===== src/rtl/mem_req_pkg.sv =====
// mem_req_pkg: shared definitions for the data-RAM requester.
//
// Request entry layout (MSB..LSB): {write, adr, wdata}
//   wdata : bits [WIDTH-1:0]
//   adr   : bits [WIDTH +: RAM_ADDR_BITS]
//   write : bit  [WIDTH + RAM_ADDR_BITS]
// The widths are module parameters, so the entry width and field offsets
// are provided as constant functions that the requester evaluates for
// its own WIDTH / RAM_ADDR_BITS.
package mem_req_pkg;

  // The RAM returns read data one edge after it samples the strobes.
  localparam int RD_LAT = 1;

  // Read-pending tags: one stage for the strobe cycle plus RD_LAT stages
  // for the RAM, so the capture lines up with valid mem_rdata.
  localparam int PEND_STAGES = RD_LAT + 1;

  // Offset of the write-data field inside an entry.
  localparam int OFF_WDATA = 0;

  // Total entry width: write flag + address + data.
  function automatic int req_w(input int adr_bits, input int data_bits);
    return 1 + adr_bits + data_bits;
  endfunction

  // Offset of the address field.
  function automatic int off_adr(input int data_bits);
    return OFF_WDATA + data_bits;
  endfunction

  // Offset of the write flag.
  function automatic int off_write(input int adr_bits, input int data_bits);
    return OFF_WDATA + data_bits + adr_bits;
  endfunction

endpackage


===== src/rtl/mem_requester_fifo.sv =====
// req_fifo: small in-order request buffer with registered storage.
//
// Ports:
//   clk, reset_n       clock, asynchronous active-low reset
//   i_push, i_push_data write one entry (ignored while full, even if a pop
//                      happens in the same cycle)
//   i_pop              drop the head entry (ignored while empty)
//   o_pop_data         head entry (valid while !o_empty)
//   o_full, o_empty    status flags
//   o_count            number of stored entries, one bit wider than the
//                      pointers so full and empty are distinguishable
//
// DEPTH must be a power of two (>= 2) so pointers wrap naturally.
module req_fifo #(
  parameter int WIDTH = 8,
  parameter int DEPTH = 4
) (
  input  logic                     clk,
  input  logic                     reset_n,
  input  logic                     i_push,
  input  logic [WIDTH-1:0]         i_push_data,
  input  logic                     i_pop,
  output logic [WIDTH-1:0]         o_pop_data,
  output logic                     o_full,
  output logic                     o_empty,
  output logic [$clog2(DEPTH):0]   o_count
);

  localparam int AW = $clog2(DEPTH);
  localparam logic [AW:0] FULL_CNT = (AW+1)'(DEPTH);

  logic [WIDTH-1:0] r_mem [DEPTH];
  logic [AW-1:0]    r_wr_ptr;
  logic [AW-1:0]    r_rd_ptr;
  logic [AW:0]      r_count;

  logic w_push_ok;
  logic w_pop_ok;

  assign o_full     = (r_count == FULL_CNT);
  assign o_empty    = (r_count == '0);
  assign o_count    = r_count;
  assign o_pop_data = r_mem[r_rd_ptr];

  // Full refuses a push outright; a simultaneous pop does not make room
  // until the following cycle.
  assign w_push_ok = i_push && !o_full;
  assign w_pop_ok  = i_pop && !o_empty;

  always_ff @(posedge clk or negedge reset_n) begin
    if (!reset_n) begin
      r_wr_ptr <= '0;
      r_rd_ptr <= '0;
      r_count  <= '0;
    end else begin
      if (w_push_ok) r_wr_ptr <= r_wr_ptr + 1'b1;
      if (w_pop_ok)  r_rd_ptr <= r_rd_ptr + 1'b1;
      case ({w_push_ok, w_pop_ok})
        2'b10:   r_count <= r_count + 1'b1;
        2'b01:   r_count <= r_count - 1'b1;
        default: r_count <= r_count;
      endcase
    end
  end

  // Storage carries no reset; only entries between the pointers are read.
  always_ff @(posedge clk) begin
    if (w_push_ok) r_mem[r_wr_ptr] <= i_push_data;
  end

endmodule


===== src/rtl/mem_requester.sv =====
// mem_requester: initiator side of the synchronous data-RAM port.
//
// Load/store requests from the datapath are buffered in an in-order FIFO
// and issued one per cycle onto registered RAM strobes. Load data comes
// back from the RAM one edge after issue and is returned as a one-cycle
// rsp_valid pulse, strictly in request order. Stores produce no response.
//
// Handshake: a request is transferred at a rising edge where
// req_valid && req_ready are both high. req_ready = !full and never depends
// on req_valid. There is no response backpressure: rsp_data must be taken
// in the cycle rsp_valid is high (it then holds until the next pulse).
//
// Ports:
//   clk, reset_n                 clock, asynchronous active-low reset
//   req_valid/req_ready          request handshake
//   req_write, req_adr, req_wdata request fields (1 = store, 0 = load)
//   rsp_valid, rsp_data          load response pulse and data
//   mem_en/write/read/adr/wdata  registered RAM strobes and fields
//   mem_rdata                    RAM read data, valid one cycle after issue
//   busy                         work queued, issued or awaiting data
//   rd_count, wr_count           issued load/store counters
//                                (only with MEMREQ_PERF_EN defined)
//
// Optional feature macro: MEMREQ_PERF_EN
module mem_requester
  import mem_req_pkg::*;
#(
  parameter int WIDTH         = 16,
  parameter int RAM_ADDR_BITS = 16,
  parameter int DEPTH         = 4
) (
  input  logic                     clk,
  input  logic                     reset_n,
  input  logic                     req_valid,
  output logic                     req_ready,
  input  logic                     req_write,
  input  logic [RAM_ADDR_BITS-1:0] req_adr,
  input  logic [WIDTH-1:0]         req_wdata,
  output logic                     rsp_valid,
  output logic [WIDTH-1:0]         rsp_data,
  output logic                     mem_en,
  output logic                     mem_write,
  output logic                     mem_read,
  output logic [RAM_ADDR_BITS-1:0] mem_adr,
  output logic [WIDTH-1:0]         mem_wdata,
  input  logic [WIDTH-1:0]         mem_rdata,
  output logic                     busy
`ifdef MEMREQ_PERF_EN
  ,
  output logic [15:0]              rd_count,
  output logic [15:0]              wr_count
`endif
);

  localparam int REQ_W  = req_w(RAM_ADDR_BITS, WIDTH);
  localparam int OFF_A  = off_adr(WIDTH);
  localparam int OFF_WR = off_write(RAM_ADDR_BITS, WIDTH);
  localparam int CNT_W  = $clog2(DEPTH) + 1;

  logic             w_full;
  logic             w_empty;
  logic [CNT_W-1:0] w_count;
  logic [REQ_W-1:0] w_head;
  logic [REQ_W-1:0] w_in;
  logic [REQ_W-1:0] w_entry;
  logic             w_accept;
  logic             w_pop;
  logic             w_bypass;
  logic             w_fifo_push;
  logic             w_issue;
  logic             w_issue_write;
  logic             w_issue_hold;

  logic                     r_mem_en;
  logic                     r_mem_write;
  logic                     r_mem_read;
  logic [RAM_ADDR_BITS-1:0] r_mem_adr;
  logic [WIDTH-1:0]         r_mem_wdata;
  logic [PEND_STAGES-1:0]   r_rd_pend;
  logic                     r_rsp_valid;
  logic [WIDTH-1:0]         r_rsp_data;

  // Issue-stall hook: tied low in the design; lets a bench freeze issue
  // so the FIFO can be filled.
  assign w_issue_hold = 1'b0;

  assign w_in     = {req_write, req_adr, req_wdata};
  assign w_accept = req_valid && req_ready;

  // The head of a non-empty FIFO always goes first. When the FIFO is
  // empty an accepted request issues in the same edge it is accepted
  // (fall-through), which gives the 3-edge accept-to-response latency and
  // keeps order intact.
  assign w_pop       = !w_empty && !w_issue_hold;
  assign w_bypass    = w_empty && w_accept && !w_issue_hold;
  assign w_fifo_push = w_accept && !w_bypass;
  assign w_issue     = w_pop || w_bypass;
  assign w_entry     = w_pop ? w_head : w_in;
  assign w_issue_write = w_entry[OFF_WR];

  req_fifo #(
    .WIDTH (REQ_W),
    .DEPTH (DEPTH)
  ) u_fifo (
    .clk         (clk),
    .reset_n     (reset_n),
    .i_push      (w_fifo_push),
    .i_push_data (w_in),
    .i_pop       (w_pop),
    .o_pop_data  (w_head),
    .o_full      (w_full),
    .o_empty     (w_empty),
    .o_count     (w_count)
  );

  always_ff @(posedge clk or negedge reset_n) begin
    if (!reset_n) begin
      r_mem_en    <= 1'b0;
      r_mem_write <= 1'b0;
      r_mem_read  <= 1'b0;
      r_mem_adr   <= '0;
      r_mem_wdata <= '0;
      r_rd_pend   <= '0;
      r_rsp_valid <= 1'b0;
      r_rsp_data  <= '0;
    end else begin
      r_mem_en    <= w_issue;
      r_mem_write <= w_issue && w_issue_write;
      r_mem_read  <= w_issue && !w_issue_write;
      // Address and data hold their last values while idle.
      if (w_issue) begin
        r_mem_adr   <= w_entry[OFF_A +: RAM_ADDR_BITS];
        r_mem_wdata <= w_entry[OFF_WDATA +: WIDTH];
      end
      // Bit 0 marks the strobe cycle of a load; the top bit marks the
      // cycle in which mem_rdata carries that load's data.
      r_rd_pend   <= {r_rd_pend[PEND_STAGES-2:0], w_issue && !w_issue_write};
      r_rsp_valid <= r_rd_pend[PEND_STAGES-1];
      if (r_rd_pend[PEND_STAGES-1]) r_rsp_data <= mem_rdata;
    end
  end

  assign req_ready = !w_full;
  assign rsp_valid = r_rsp_valid;
  assign rsp_data  = r_rsp_data;
  assign mem_en    = r_mem_en;
  assign mem_write = r_mem_write;
  assign mem_read  = r_mem_read;
  assign mem_adr   = r_mem_adr;
  assign mem_wdata = r_mem_wdata;
  assign busy      = (w_count != '0) || r_mem_en || (|r_rd_pend);

`ifdef MEMREQ_PERF_EN
  logic [15:0] r_rd_count;
  logic [15:0] r_wr_count;

  // Free-running counters; they wrap from 16'hFFFF to 0.
  always_ff @(posedge clk or negedge reset_n) begin
    if (!reset_n) begin
      r_rd_count <= '0;
      r_wr_count <= '0;
    end else if (w_issue) begin
      if (w_issue_write) r_wr_count <= r_wr_count + 16'd1;
      else               r_rd_count <= r_rd_count + 16'd1;
    end
  end

  assign rd_count = r_rd_count;
  assign wr_count = r_wr_count;
`endif

endmodule


===== config.mk =====
export PLATFORM = sky130hd
export DESIGN_NAME = mem_requester
export DESIGN_NICKNAME = d
export VERILOG_FILES = /design/src/rtl/mem_req_pkg.sv /design/src/rtl/mem_requester_fifo.sv /design/src/rtl/mem_requester.sv
export SDC_FILE = /design/constraint.sdc
export NUM_CORES = 1
export LEC_CHECK = 0
export BUFFER_PORTS_ARGS = -buffer_cell sky130_fd_sc_hd__buf_2
export CAP_MARGIN = 10
export CORE_MARGIN = 3
export CORE_UTILIZATION = 50
export DETAILED_ROUTE_END_ITERATION = 7
export PLACE_DENSITY = 0.67
export SLEW_MARGIN = 20
export SYNTH_ARGS = -nofsm -noshare
export SYNTH_HDL_FRONTEND = slang
export SYNTH_HIERARCHICAL = 1
export SYNTH_SLANG_ARGS = --single-unit

===== constraint.sdc =====
create_clock -name clk -period 3.45 [get_ports clk]
set_input_delay 0.1725 -clock clk [delete_from_list [all_inputs] [get_ports clk]]
set_output_delay 0.1725 -clock clk [all_outputs]
set_load 0.05 [all_outputs]

## Word level (Yosys, flattened, before mapping)

Memory sizes are Yosys's and may differ from the RTL's.
Cells that the tools add are included.

- Register bits: 61
- RAM bits: 132
- Input bits: 52
- Logic and storage cells: 40
- Memories: 1

- $add $sub $neg: 4
- Eq/ne operators: 3
- Mux-type cells: 4
- Reduce and logical (&&, ||, !) cells: 17

Memory list:

| memory | words | bits a word | rd ports | clocked after Yosys merged registers in | write ports | line | RTL |
|---|---|---|---|---|---|---|---|
| u_fifo.r_mem | 4 | 33 | 1 | 0 | 1 | mem_requester_fifo.sv:32 | `logic [WIDTH-1:0] r_mem [DEPTH];` |

Operators by type and width:

| kind | count |
|---|---|
| $mux 33 | 1 |
| $logic_and 1x1->1 | 6 |
| $pmux 3 s2 | 1 |
| $add 2x1->2 const B | 2 |
| $logic_not 1->1 | 4 |
| $add 3x1->3 const B | 1 |
| $eq 3x3->1 const B | 1 |
| $logic_not 3->1 | 1 |
| $logic_or 1x1->1 | 3 |
| $reduce_bool 3->1 | 1 |
| $sub 3x1->3 const B | 1 |
| $eq 2x1->1 const B | 1 |
| $eq 2x2->1 const B | 1 |
| $mux 1 | 2 |
| $reduce_bool 2->1 | 1 |
| $reduce_or 2->1 | 1 |

## Logic depth before layout (Yosys ltp)

Gate-level depths: netlist of the first run.

- Depth after elaboration: 9
- Gate-level depth with buffers: 12
- Depth with buffers taken out: 11

## By module

The synthesis of the first run kept the hierarchy.

Modules (own cells, without submodules):

| module | times used | cells an instance | area each (µm²) | seq. area each (µm²) |
|---|---|---|---|---|
| req_fifo | 1 | 210 | 5238.8 | 4139.0 |
| mem_requester | 1 | 234 | 2743.9 | 1326.3 |

## Worst setup path after synthesis of the first run

No wires, ideal clock.

- Kind: reg2reg
- Start: register u_fifo.r_count[0], in the netlist u_fifo/o_count[0]
- End: register u_fifo.r_count[2], in the netlist u_fifo/o_count[2]
- Setup time: 79 ps
- Arrival time: 2335 ps
- Data required time: 3371 ps
- Setup slack: 1036 ps
- Cell stages (with the launch flop): 13
- Clock period less this slack: 2414 ps
- Cell sequence: dfrtp_1 nor3_1 buf_2 buf_2 nor2_1 nor2b_2 inv_1 ha_1 inv_1 fa_1 xor2_1 nor2_1 xor2_1

- Elaborated cells on any way between the ends: 15
- Those cells by class: 2 x add/sub; 3 x eq/ne; 1 x mux; 9 x reduce/logical

RTL lines:

| item | line | RTL |
|---|---|---|
| start: declaration | mem_requester_fifo.sv:35 | `logic [AW:0] r_count;` |
| start signal: assignment | mem_requester_fifo.sv:59 | `2'b10: r_count <= r_count + 1'b1;` |
| start signal: assignment | mem_requester_fifo.sv:60 | `2'b01: r_count <= r_count - 1'b1;` |
| start signal: assignment | mem_requester_fifo.sv:61 | `default: r_count <= r_count;` |
| $logic_not 3->1 (*) | mem_requester_fifo.sv:41 | `assign o_empty = (r_count == '0);` |
| net w_empty | mem_requester.sv:61 | `logic w_empty;` |
| $logic_and 1x1->1 (*) | mem_requester.sv:95 | `assign w_bypass = w_empty && w_accept && !w_issue_hold;` |
| $logic_not 1->1 (*) | mem_requester.sv:96 | `assign w_fifo_push = w_accept && !w_bypass;` |
| $logic_and 1x1->1 (*) | mem_requester.sv:96 |  |
| net w_fifo_push | mem_requester.sv:69 | `logic w_fifo_push;` |
| $logic_and 1x1->1 (*) | mem_requester_fifo.sv:47 | `assign w_push_ok = i_push && !o_full;` |
| $eq 2x1->1 / $eq 2x2->1 (equally long branches) | mem_requester_fifo.sv:58 | `case ({w_push_ok, w_pop_ok})` |
| $pmux 3 s2 / $reduce_bool 2->1 (equally long branches) | -- |  |

The timed path passes the listed nets; every way through them passes the cells marked *.
A chain may end at the register's enable or synchronous reset.

## Worst setup path after layout of the first run

- Start: register u_fifo.r_count[0], in the netlist u_fifo/o_count[0]
- End: register u_fifo.r_count[2], in the netlist u_fifo/o_count[2]

- Cells in the longest elaborated chain, start to end: 9
- Elaborated cells on any way between the ends: 15
- Those cells by class: 2 x add/sub; 3 x eq/ne; 1 x mux; 9 x reduce/logical

RTL lines:

| item | line | RTL |
|---|---|---|
| $eq 3x3->1 (*) | mem_requester_fifo.sv:40 | `assign o_full = (r_count == FULL_CNT);` |
| net w_full | mem_requester.sv:60 | `logic w_full;` |
| $logic_not 1->1 (*) | mem_requester_fifo.sv:47, mem_requester.sv:143 |  |
| $logic_and 1x1->1 | mem_requester.sv:88 | `assign w_accept = req_valid && req_ready;` |
| $logic_and 1x1->1 | mem_requester.sv:95 |  |
| $logic_not 1->1 | mem_requester.sv:96 |  |
| $logic_and 1x1->1 | mem_requester.sv:96 |  |
| $logic_and 1x1->1 (*) | mem_requester_fifo.sv:47 |  |
| $eq 2x1->1 / $eq 2x2->1 (equally long branches) | mem_requester_fifo.sv:58 |  |
| $pmux 3 s2 / $reduce_bool 2->1 (equally long branches) | -- |  |

Marked as above.

==> results of run 1 <==
cells in the mapped netlist (2+ instances only):
| cell | count | area share, % |
|---|---|---|
| mux4_1 | 5 | 1.6 |
| buf_2 | 13 | 0.82 |
| and2_1 | 4 | 0.31 |
| clkbuf_1 | 9 | 0.42 |
| mux2_1 | 16 | 2.3 |
| nor2_1 | 3 | 0.14 |
| nand2_1 | 36 | 1.7 |
| inv_1 | 7 | 0.33 |
| xnor2_1 | 3 | 0.33 |
| buf_12 | 6 | 1.5 |
| nand2b_1 | 34 | 2.7 |
| ha_1 | 5 | 0.78 |
| xor2_1 | 3 | 0.33 |
| dfrtp_1 | 60 | 19 |
| nand4b_1 | 32 | 3.5 |
| o211ai_1 | 2 | 0.19 |
| buf_6 | 4 | 0.56 |
| mux4_2 | 28 | 7.9 |
| edfxtp_1 | 132 | 50 |
| o211ai_2 | 30 | 4.7 |
cell type report:
cell class	instances	area [µm²]
inverters	8	30.0
multi-input cells	212	2240
repair buffers	159	1050
clock inverters	7	61.3
well taps	211	264
clock buffers	25	475
flip-flops and latches	192	5470
fillers	1172	5840
routing by layer:
metal / share of wire, % / vias up / routed length [µm]
met5: 0 / - / 0
met4: 1.5 / 0 / 230
met3: 5.5 / 20 / 854
met2: 48 / 122 / 7490
met1: 45 / 2252 / 7020
li1: - / 2006 / -
state kept, by name (all words and copies together), names as in the netlist:
register,flops
mem_adr,16
mem_en,1
mem_wdata,16
mem_write,1
r_rd_pend,2
rsp_data,16
rsp_valid,1
u_fifo/o_count,3
u_fifo/r_mem,132
u_fifo/r_rd_ptr,2
u_fifo/r_wr_ptr,2
kinds of logic (layout without fill, tap and decap cells):
kind of cell | count (synthesis) | count (layout) | synth area share, %
xor gates and xnor gates | 6 | 6 | 0.658
buffers and inverters | 40 | 199 | 3.68
adders and majority gates | 6 | 6 | 1.03
DFF | 192 | 192 | 68.5
muxes | 51 | 51 | 12.1
and+or+nand+nor | 114 | 114 | 8.90
AOI/OAI and AO/OA | 35 | 35 | 5.19
through the flow:
stage               cells  setup slack (ns)  hold slack, ns
floorplan             444              1.04          -0.123
global placement      735              1.08           0.300
detailed placement    735              1.01           0.308
CTS                   814             0.991         0.00152
global route          814             0.844         0.00686
finish                814              1.02         0.00917
power by group through the flow:
| stage | Sequential (µW) | Clock [µW] | Combinational (µW) |
|---|---|---|---|
| finish | 3650 | 1810 | 3650 |
| global route | 3750 | 1940 | 3910 |
| CTS | 3660 | 1830 | 3680 |
| detailed placement | 3710 | 0 | 3620 |
| global placement | 3670 | 0 | 3570 |
| floorplan | 4570 | 0 | 2000 |
how the worst max path moves through the flow:
stage	startpoint	end	slack, ns
finish	u_fifo/o_count[0]	u_fifo/o_count[2]	1.02
global placement	u_fifo/o_count[2]	u_fifo/r_mem[1][0]	1.08
CTS	u_fifo/o_count[0]	u_fifo/o_count[2]	0.99
global route	u_fifo/o_count[0]	u_fifo/o_count[2]	0.84
detailed placement	u_fifo/o_count[0]	u_fifo/o_count[2]	1.01
floorplan	u_fifo/o_count[0]	u_fifo/o_count[2]	1.04
worst max-delay path, cell delays in order (launching register included):
cell and delay (ns):
dfrtp_1 0.47, nor3b_4 0.24, buf_4 0.39, nor2b_2 0.15
inv_1 0.08, ha_1 0.17, inv_1 0.06, fa_1 0.37
xor2_1 0.15, nor2_1 0.10, xor2_1 0.16
timing repair:
action	CTS	global route
endpoints found under the hold margin	171	0
gates resized for setup	0	0
hold buffers	47	0
setup buffers	0	0
==> summary.txt, run 1 <==
Outcome -> completed
Cells on worst reg2reg path -> 10
Grt met2 use -> 29.3%
VDD IR max -> 0.000585 V
Vias -> 4400
P_sw -> 3570 µW
Final WL -> 15600 µm
Final instance area -> 9590 µm²
Hold Startpoint -> req_wdata[14]
Critical Path End Type -> flip-flop
Total grt overflow -> 0
RSZ-0062 raised after global routing -> false
Die width -> 132 µm
Post-route setup TNS -> 0 ns
Final min period -> 2.43 ns
Initial antenna violation count -> 0
Fin Clk Skew -> 0.0106 ns
Post-DP Area -> 8580 µm²
FMAX -> 411 MHz
Worst R2R Setup Slack -> 1.02 ns
CTS root buffer -> clkbuf_16
Comb pwr share -> 40.1%
Post-synth EDFFs -> 132
Cells on Worst Hold Path -> 1
RePlAce Congestion -> 0.714
Reg-to-Reg Start -> u_fifo/o_count[0]
Worst-margin pin slew -> 0.952 ns
Post-layout power -> 9100 µW
FF-to-FF End -> u_fifo/o_count[2]
Fin crit share -> 70.6%
IO buf count -> 105
Num CTS Buffers -> 17
Clock Latency Late Sink -> 0.43 ns
CP startpoint kind -> flip-flop
PwrDens -> 950 nW/µm²
Post-synth ARST share -> 31.3%
Clock sinks -> 192
Post-route ant nets -> 0
Met1 Use GR -> 26.0%
Yosys reg bits -> 192
Internal power -> 5530 µW
Hold Path Class -> in -> reg
Leakage -> 0.00357 µW
First-pass GRT wire length -> 25400 µm
Sequential power share -> 40.1%
Commonest cells after routing, fill and taps aside -> edfxtp_1, buf_2, dfrtp_1, dlygate4sd3_1, nand2_1
Worst Path Required -> 3.80 ns
Vias in the first global route -> 4566
Initial drt markers -> 274
Min-Delay Endpoint -> u_fifo/r_mem[2][14]
Synth Net Count -> 502
Cell area after synthesis -> 7980 µm²
Finish-stage setup viols -> 0
Clock buffer depth -> 2
Mean Syn Cell Area -> 18.0 µm²
Relative slew margins -> 36.6%
Max-slew violation count -> 0
Core Region -> 15400 µm²
Largest fanout on the critical path -> 35
Die area -> 17500 µm²
TritonCTS clock tree -> yes
Starting Density -> 51.7%
Rows -> 45
MaxCap Viol Count -> 0
Gr usage total -> 18.8%
Netlist cell types -> 32
Crit Path Class -> reg -> reg
Arr. time, crit path -> 2.78 ns
Most common cell after layout, fill and taps aside -> edfxtp_1
Residual DRC -> 0
Clock Pin Slew Worst Setup and Hold Paths -> 0.06 ns
Post-DR wirelength/cell -> 19.2 µm
Fraction of final layout cells sized beyond drive strength 1 -> 34.3%
Die extent in y -> 132 µm
Largest net degree at the start of global routing -> 101
1st-pass router iterations -> 6
Final hold violation count -> 0
H-tree levels -> 4
M3 GR Usage -> 4.85%
Cells after synthesis -> 444
Dpl hpwl -> 9100 µm
Diodes inserted -> 0
# IOs -> 106
Vias per inst -> 5.41
Synth Warn # -> 6
Busiest grt layer -> met2
Area grow syn2layout -> 20.1%
Clock share of power -> 19.9%
Post-synthesis sequential area ratio -> 68.5%
Top_reg_cell synth -> edfxtp_1
Nets -> 648
Final core utilization -> 62.1%
Switching share of total power -> 39.2%
No activity file was read; power rests on OpenSTA's default activity.
==> run 2, diff against run 1 <==
Settings changed: PLACE_DENSITY 0.67 to 0.69.
Clock period 3.45 ns to 2.1 ns, I/O delays scaled along.
==> summary.txt, run 2 (same netlist as run 1, synthesis figures left out) <==
Leakage -> 0.00375 µW (+5.0%)
First-pass GRT wire length -> 26600 µm (+4.6%)
FMAX -> 488 MHz (+19%)
Post-route ant nets -> 0 (unchanged)
Crit Path Class -> reg -> reg
PwrDens -> 1580 nW/µm² (+67%)
Die extent in y -> 132 µm (unchanged)
Vias per inst -> 5.44 (+0.63%)
Fin crit share -> 97.5% (+27 points)
Largest fanout on the critical path -> 3 (-91%)
H-tree levels -> 4 (unchanged)
Residual DRC -> 0 (unchanged)
Initial drt markers -> 337 (+23%)
Max-slew violation count -> 0 (unchanged)
Clock Latency Late Sink -> 0.43 ns (about the same)
Post-layout power -> 15800 µW (+73%)
Arr. time, crit path -> 2.39 ns (-0.39 ns)
Nets -> 671 (+3.5%)
IO buf count -> 105 (unchanged)
Worst-margin pin slew -> 0.683 ns (-0.268 ns)
TritonCTS clock tree -> yes
VDD IR max -> 0.000771 V (+32%)
Clock Pin Slew Worst Setup and Hold Paths -> 0.06 ns (about the same)
Total grt overflow -> 0 (unchanged)
Die area -> 17500 µm² (unchanged)
Dpl hpwl -> 9170 µm (+0.74%)
MaxCap Viol Count -> 0 (unchanged)
Finish-stage setup viols -> 0 (unchanged)
Starting Density -> 51.7% (unchanged)
Fin Clk Skew -> 0.0112 ns (+0.000569 ns)
Post-DR wirelength/cell -> 19.6 µm (+2.1%)
Final hold violation count -> 0 (unchanged)
Rows -> 45 (unchanged)
Most common cell after layout, fill and taps aside -> edfxtp_1
Largest Register -> u_fifo/r_mem
RSZ-0062 raised after global routing -> true
# IOs -> 106 (unchanged)
Clock buffer depth -> 2 (unchanged)
Core Region -> 15400 µm² (unchanged)
Worst Path Required -> 2.44 ns (-1.36 ns)
Final min period -> 2.05 ns (-0.386 ns)
CP startpoint kind -> flip-flop
Final core utilization -> 64.6% (+2.5 points)
Hold Path Class -> in -> reg
Diodes inserted -> 0 (unchanged)
Initial antenna violation count -> 0 (unchanged)
1st-pass router iterations -> 4 (-2)
Vias -> 4553 (+3.5%)
Fraction of final layout cells sized beyond drive strength 1 -> 38.0% (+3.7 points)
Num CTS Buffers -> 17 (unchanged)
Max reg flops -> 132 (unchanged)
Commonest cells after routing, fill and taps aside -> edfxtp_1, buf_2, dfrtp_1, dlygate4sd3_1, nand2_1
Critical Path End Type -> flip-flop
Clock sinks -> 192 (unchanged)
Largest net degree at the start of global routing -> 83 (-18%)
Area grow syn2layout -> 24.9%
Outcome -> completed
RePlAce Congestion -> 0.717 (+0.42%)
CTS root buffer -> clkbuf_16
Relative slew margins -> 54.4% (+18 points)
Gr usage total -> 19.6% (+0.81 points)
Die width -> 132 µm (unchanged)
Final WL -> 16400 µm (+5.0%)
Vias in the first global route -> 4822 (+5.6%)
[run 2: changes by cell type in the layout (fill, tap and decap cells not counted), moves of 2 or more]
cell,before,now
inv_1,7,5
buf_6,0,4
bufinv_16,1,3
inv_2,1,3
dfrtp_1,58,55
buf_12,0,7
dlygate4sd3_1,47,50
buf_4,7,16
clkbuf_1,6,3
dfrtp_2,2,5
[run 2: critical path, stage by stage (launching register included)]
cell and delay (ns):
dfrtp_2 0.44, nor3b_4 0.24, nand2b_4 0.16, nor2_1 0.04, nor2b_4 0.13, inv_2 0.07, ha_4 0.14, inv_2 0.03
fa_2 0.32, xor2_1 0.14, nor2_1 0.11, xor2_1 0.15
[run 2: where the power goes]
| part | switching (µW) | internal (µW) | leakage [µW] |
|---|---|---|---|
| Clock | 1320 | 1930 | 0.000292 |
| Sequential | 537 | 5270 | 0.00190 |
| Combinational | 4210 | 2530 | 0.00156 |
[run 2: timing repair]
| item | CTS | global route |
|---|---|---|
| setup endpoints to repair | 1 | 75 |
| setup buffers | 3 | 2 |
| endpoints found under the hold margin | 209 | 0 |
| pin swaps | 4 | 2 |
| hold buffers | 50 | 0 |
| gates resized for setup | 6 | 7 |
[run 2: path summary, 6_finish.rpt]
kind                              startpoint                end  slack [ns]  cells after the start
setup / recovery           u_fifo/o_count[1]  u_fifo/o_count[2]        0.05                     11
hold / removal                     req_valid             mem_en        0.06                      4
setup reg to reg           u_fifo/o_count[1]  u_fifo/o_count[2]        0.05                     11
hold reg to reg                 r_rd_pend[0]       r_rd_pend[1]        0.40                      0
max in group asynchronous            reset_n  u_fifo/o_count[0]        1.57                      3
min in group asynchronous            reset_n       mem_wdata[9]        0.23                      3
[run 2: per-layer routing]
layer / up-vias / global-route usage, % / wire [µm]
li1: 2055 / - / -
met1: 2360 / 26.4 / 7180
met2: 126 / 32.0 / 8210
met3: 12 / 5.04 / 837
met4: 0 / 5.31 / 155
met5: - / 0 / 0
[run 2: metrics by stage]
stage / setup TNS, ns / worst slack (ns) / area (µm²) / cells / hold slack (ns)
after floorplan: -0.232 / -0.206 / 8010 / 444 / -0.191
final: 0 / 0.0517 / 9970 / 837 / 0.0631
after global routing: -0.0826 / -0.0826 / 9970 / 837 / 0.0616
after detailed placement: -0.0788 / -0.0788 / 8790 / 750 / 0.155
after global placement: -0.00368 / -0.00368 / 8790 / 750 / 0.152
after CTS: -0.00724 / -0.00724 / 9930 / 835 / 0.0452
[run 2: final cells by class]
cell class / instances / area (µm²)
flip-flops and latches: 192 / 5470
fillers: 1138 / 5460
multi-input cells: 212 / 2270
repair buffers: 182 / 1330
clock buffers: 22 / 464
well taps: 211 / 264
clock inverters: 10 / 134
inverters: 8 / 30.0
==> run 3, diff against run 2 <==
Settings changed: CTS_CLUSTER_SIZE set to 12, RECOVER_POWER set to 100.
==> summary.txt, run 3 (same netlist as run 1, synthesis figures left out) <==
Dpl hpwl -> 9170 µm (unchanged)
Max-slew violation count -> 0 (unchanged)
Filler cells -> 1175 (+3.3%)
Rows -> 45 (unchanged)
VDD IR max -> 0.000768 V (-0.31%)
Largest net degree at the start of global routing -> 83 (unchanged)
Vias in the first global route -> 4822 (unchanged)
H-tree levels -> 4 (unchanged)
IO buf count -> 105 (unchanged)
Crit. path cell count -> 11 (unchanged)
Residual DRC -> 0 (unchanged)
Hold_ws -> 0.0628 ns (-0.000290 ns)
Vias -> 4558 (+0.11%)
Most common cell after layout, fill and taps aside -> edfxtp_1
TritonCTS clock tree -> yes
Area used by multi-input combinational logic -> 2270 µm² (unchanged)
Commonest cells after routing, fill and taps aside -> edfxtp_1, clkbuf_1, dfrtp_1, dlygate4sd3_1, nand2_1
Reg-to-Reg Start -> u_fifo/o_count[1]
Critical Path End Type -> flip-flop
Buffers & Inverters on Critical Path -> 2 (unchanged)
First-pass GRT wire length -> 26600 µm (unchanged)
Switching share of total power -> 38.9% (+0.47 points)
Die area -> 17500 µm² (unchanged)
Area grow syn2layout -> 23.4%
Starting Density -> 51.7% (unchanged)
Fin Clk Skew -> 0.00850 ns (-0.00272 ns)
Final WL -> 16400 µm (+0.23%)
Arr. time, crit path -> 2.40 ns (about the same)
CP startpoint kind -> flip-flop
Hold Startpoint -> req_valid
Num CTS Buffers -> 17 (unchanged)
Worst-margin pin slew -> 1.47 ns (+0.786 ns)
Worst R2R Setup Slack -> 0.04 ns (about the same)
Gr usage total -> 19.6% (unchanged)
Clock sinks -> 192 (unchanged)
Worst path cell trace -> nor3b_4 > nand2b_4 > nor2_1 > nor2b_4 > inv_2 > ha_4 > inv_2 > fa_2 > xor2_1 > nor2_1 > xor2_1
Fin crit share -> 98.0% (+0.48 points)
Max reg flops -> 132 (unchanged)
Crit Path Class -> reg -> reg
Nets -> 671 (unchanged)
Relative slew margins -> 2.06% (-52 points)
Clock Pin Slew Worst Setup and Hold Paths -> 0.06 ns (about the same)
Cells on Worst Hold Path -> 4 (unchanged)
Top delay family on crit path -> simple AND/OR/NAND/NOR gates
Hold Path Class -> in -> reg
Final min period -> 2.06 ns (+0.0101 ns)
# IOs -> 106 (unchanged)
Final hold violation count -> 0 (unchanged)
Diodes inserted -> 0 (unchanged)
Total grt overflow -> 0 (unchanged)
Largest Register -> u_fifo/r_mem
Delay of the slowest critical-path stage -> 0.44 ns (about the same)
Leakage -> 0.00351 µW (-6.4%)
FF-to-FF End -> u_fifo/o_count[2]
CP max-delay cell -> dfrtp_2
Clock share of power -> 20.8% (+0.2 points)
FF/Latch Area -> 5470 µm² (unchanged)
Core Region -> 15400 µm² (unchanged)
RSZ-0062 raised after global routing -> true
Post-DR wirelength/cell -> 19.6 µm (+0.23%)
FMAX -> 486 MHz (-0.49%)
1st-pass router iterations -> 4 (unchanged)
Clock buffer depth -> 2 (unchanged)
Initial drt markers -> 358 (+6.2%)
CTS root buffer -> clkbuf_16
Initial antenna violation count -> 0 (unchanged)
Min-Delay Endpoint -> mem_en
Sequential power share -> 37.2% (+0.5 points)
Post-layout power -> 15700 µW (-0.89%)
PwrDens -> 1590 nW/µm² (+0.33%)
Worst Path Required -> 2.44 ns (about the same)
Die extent in y -> 132 µm (unchanged)
Die width -> 132 µm (unchanged)
Outcome -> completed
Finish-stage setup viols -> 0 (unchanged)
Vias per inst -> 5.45 (+0.11%)
P_sw -> 6090 µW (+0.32%)
Fraction of final layout cells sized beyond drive strength 1 -> 24.4% (-14 points)
MaxCap Viol Count -> 0 (unchanged)
RePlAce Congestion -> 0.717 (unchanged)
Largest fanout on the critical path -> 3 (unchanged)
Post-route ant nets -> 0 (unchanged)
Comb pwr share -> 42.0% (-0.7 points)
Clock Latency Late Sink -> 0.42 ns (about the same)
Internal power -> 9570 µW (-1.6%)
Cells on worst reg2reg path -> 11 (unchanged)
## run 3: cell types whose count changed in the layout (fill, tap and decap cells not counted)
cell / before / now
buf_2: 105 / 21
buf_12: 7 / 6
clkbuf_1: 3 / 88
## run 3: power by group through the flow
stage / clock network (µW) / logic (µW) / registers [µW]
after floorplan: 0 / 3320 / 7510
after global placement: 0 / 6410 / 5790
after detailed placement: 0 / 6520 / 5870
after CTS: 3320 / 6710 / 5800
after global routing: 3470 / 7070 / 5940
final: 3250 / 6580 / 5820
## run 3: routing by layer
metal  track usage (%)  part of all wire, %  wire (µm)  vias to the layer above
li1                  -                    -          -                     2057
met1              26.4                   44       7250                     2350
met2              32.0                   49       8060                      140
met3              5.04                  5.9        969                       11
met4              5.31                 0.83        137                        0
met5                 0                    0          0                        -
## run 3: through the flow
stage	instances	area (µm²)	setup slack (ns)	TNS (ns)	util, %
finish	837	9850	0.0416	0	63.8
global route	837	9850	-0.0826	-0.0826	63.8
CTS	835	9930	-0.00724	-0.00724	64.4
detailed placement	750	8790	-0.0788	-0.0788	57.0
global placement	750	8790	-0.00368	-0.00368	57.0
floorplan	444	8010	-0.206	-0.232	-
## run 3: worst max-delay path by stage
stage / from / to
6_report: u_fifo/o_count[1] / u_fifo/o_count[2]
3_5_place_dp: u_fifo/o_count[2] / u_fifo/o_count[2]
2_1_floorplan: u_fifo/o_count[1] / u_fifo/o_count[2]
3_3_place_gp: u_fifo/o_count[2] / u_fifo/o_count[2]
4_1_cts: u_fifo/o_count[0] / u_fifo/o_count[2]
5_1_grt: u_fifo/o_count[2] / u_fifo/o_count[2]
## run 3: layout make-up
| type | count | area share [%] |
|---|---|---|
| Clock buffer | 22 | 4.71 |
| Clock inverter | 10 | 1.36 |
| Inverter | 8 | 0.305 |
| Multi-Input combinational cell | 212 | 23.1 |
| Sequential cell | 192 | 55.6 |
| Tap cell | 211 | 2.68 |
| Timing Repair Buffer | 182 | 12.3 |
## run 3: worst reg2reg max path, delay by kind of cell, from the launching register on
| family | cells | cell delay (ns) |
|---|---|---|
| and+or+nand+nor | 5 | 0.68 |
| adders and majority gates | 2 | 0.46 |
| DFF | 1 | 0.44 |
| xor gates and xnor gates | 2 | 0.29 |
| buffers and inverters | 2 | 0.10 |
## run 3: timing repair
item,CTS,global route
buffers inserted,3,2
pin swaps,4,2
endpoints found under the setup margin,1,75
gates resized for setup,6,7
hold buffers,50,0
hold endpoints to repair,209,0
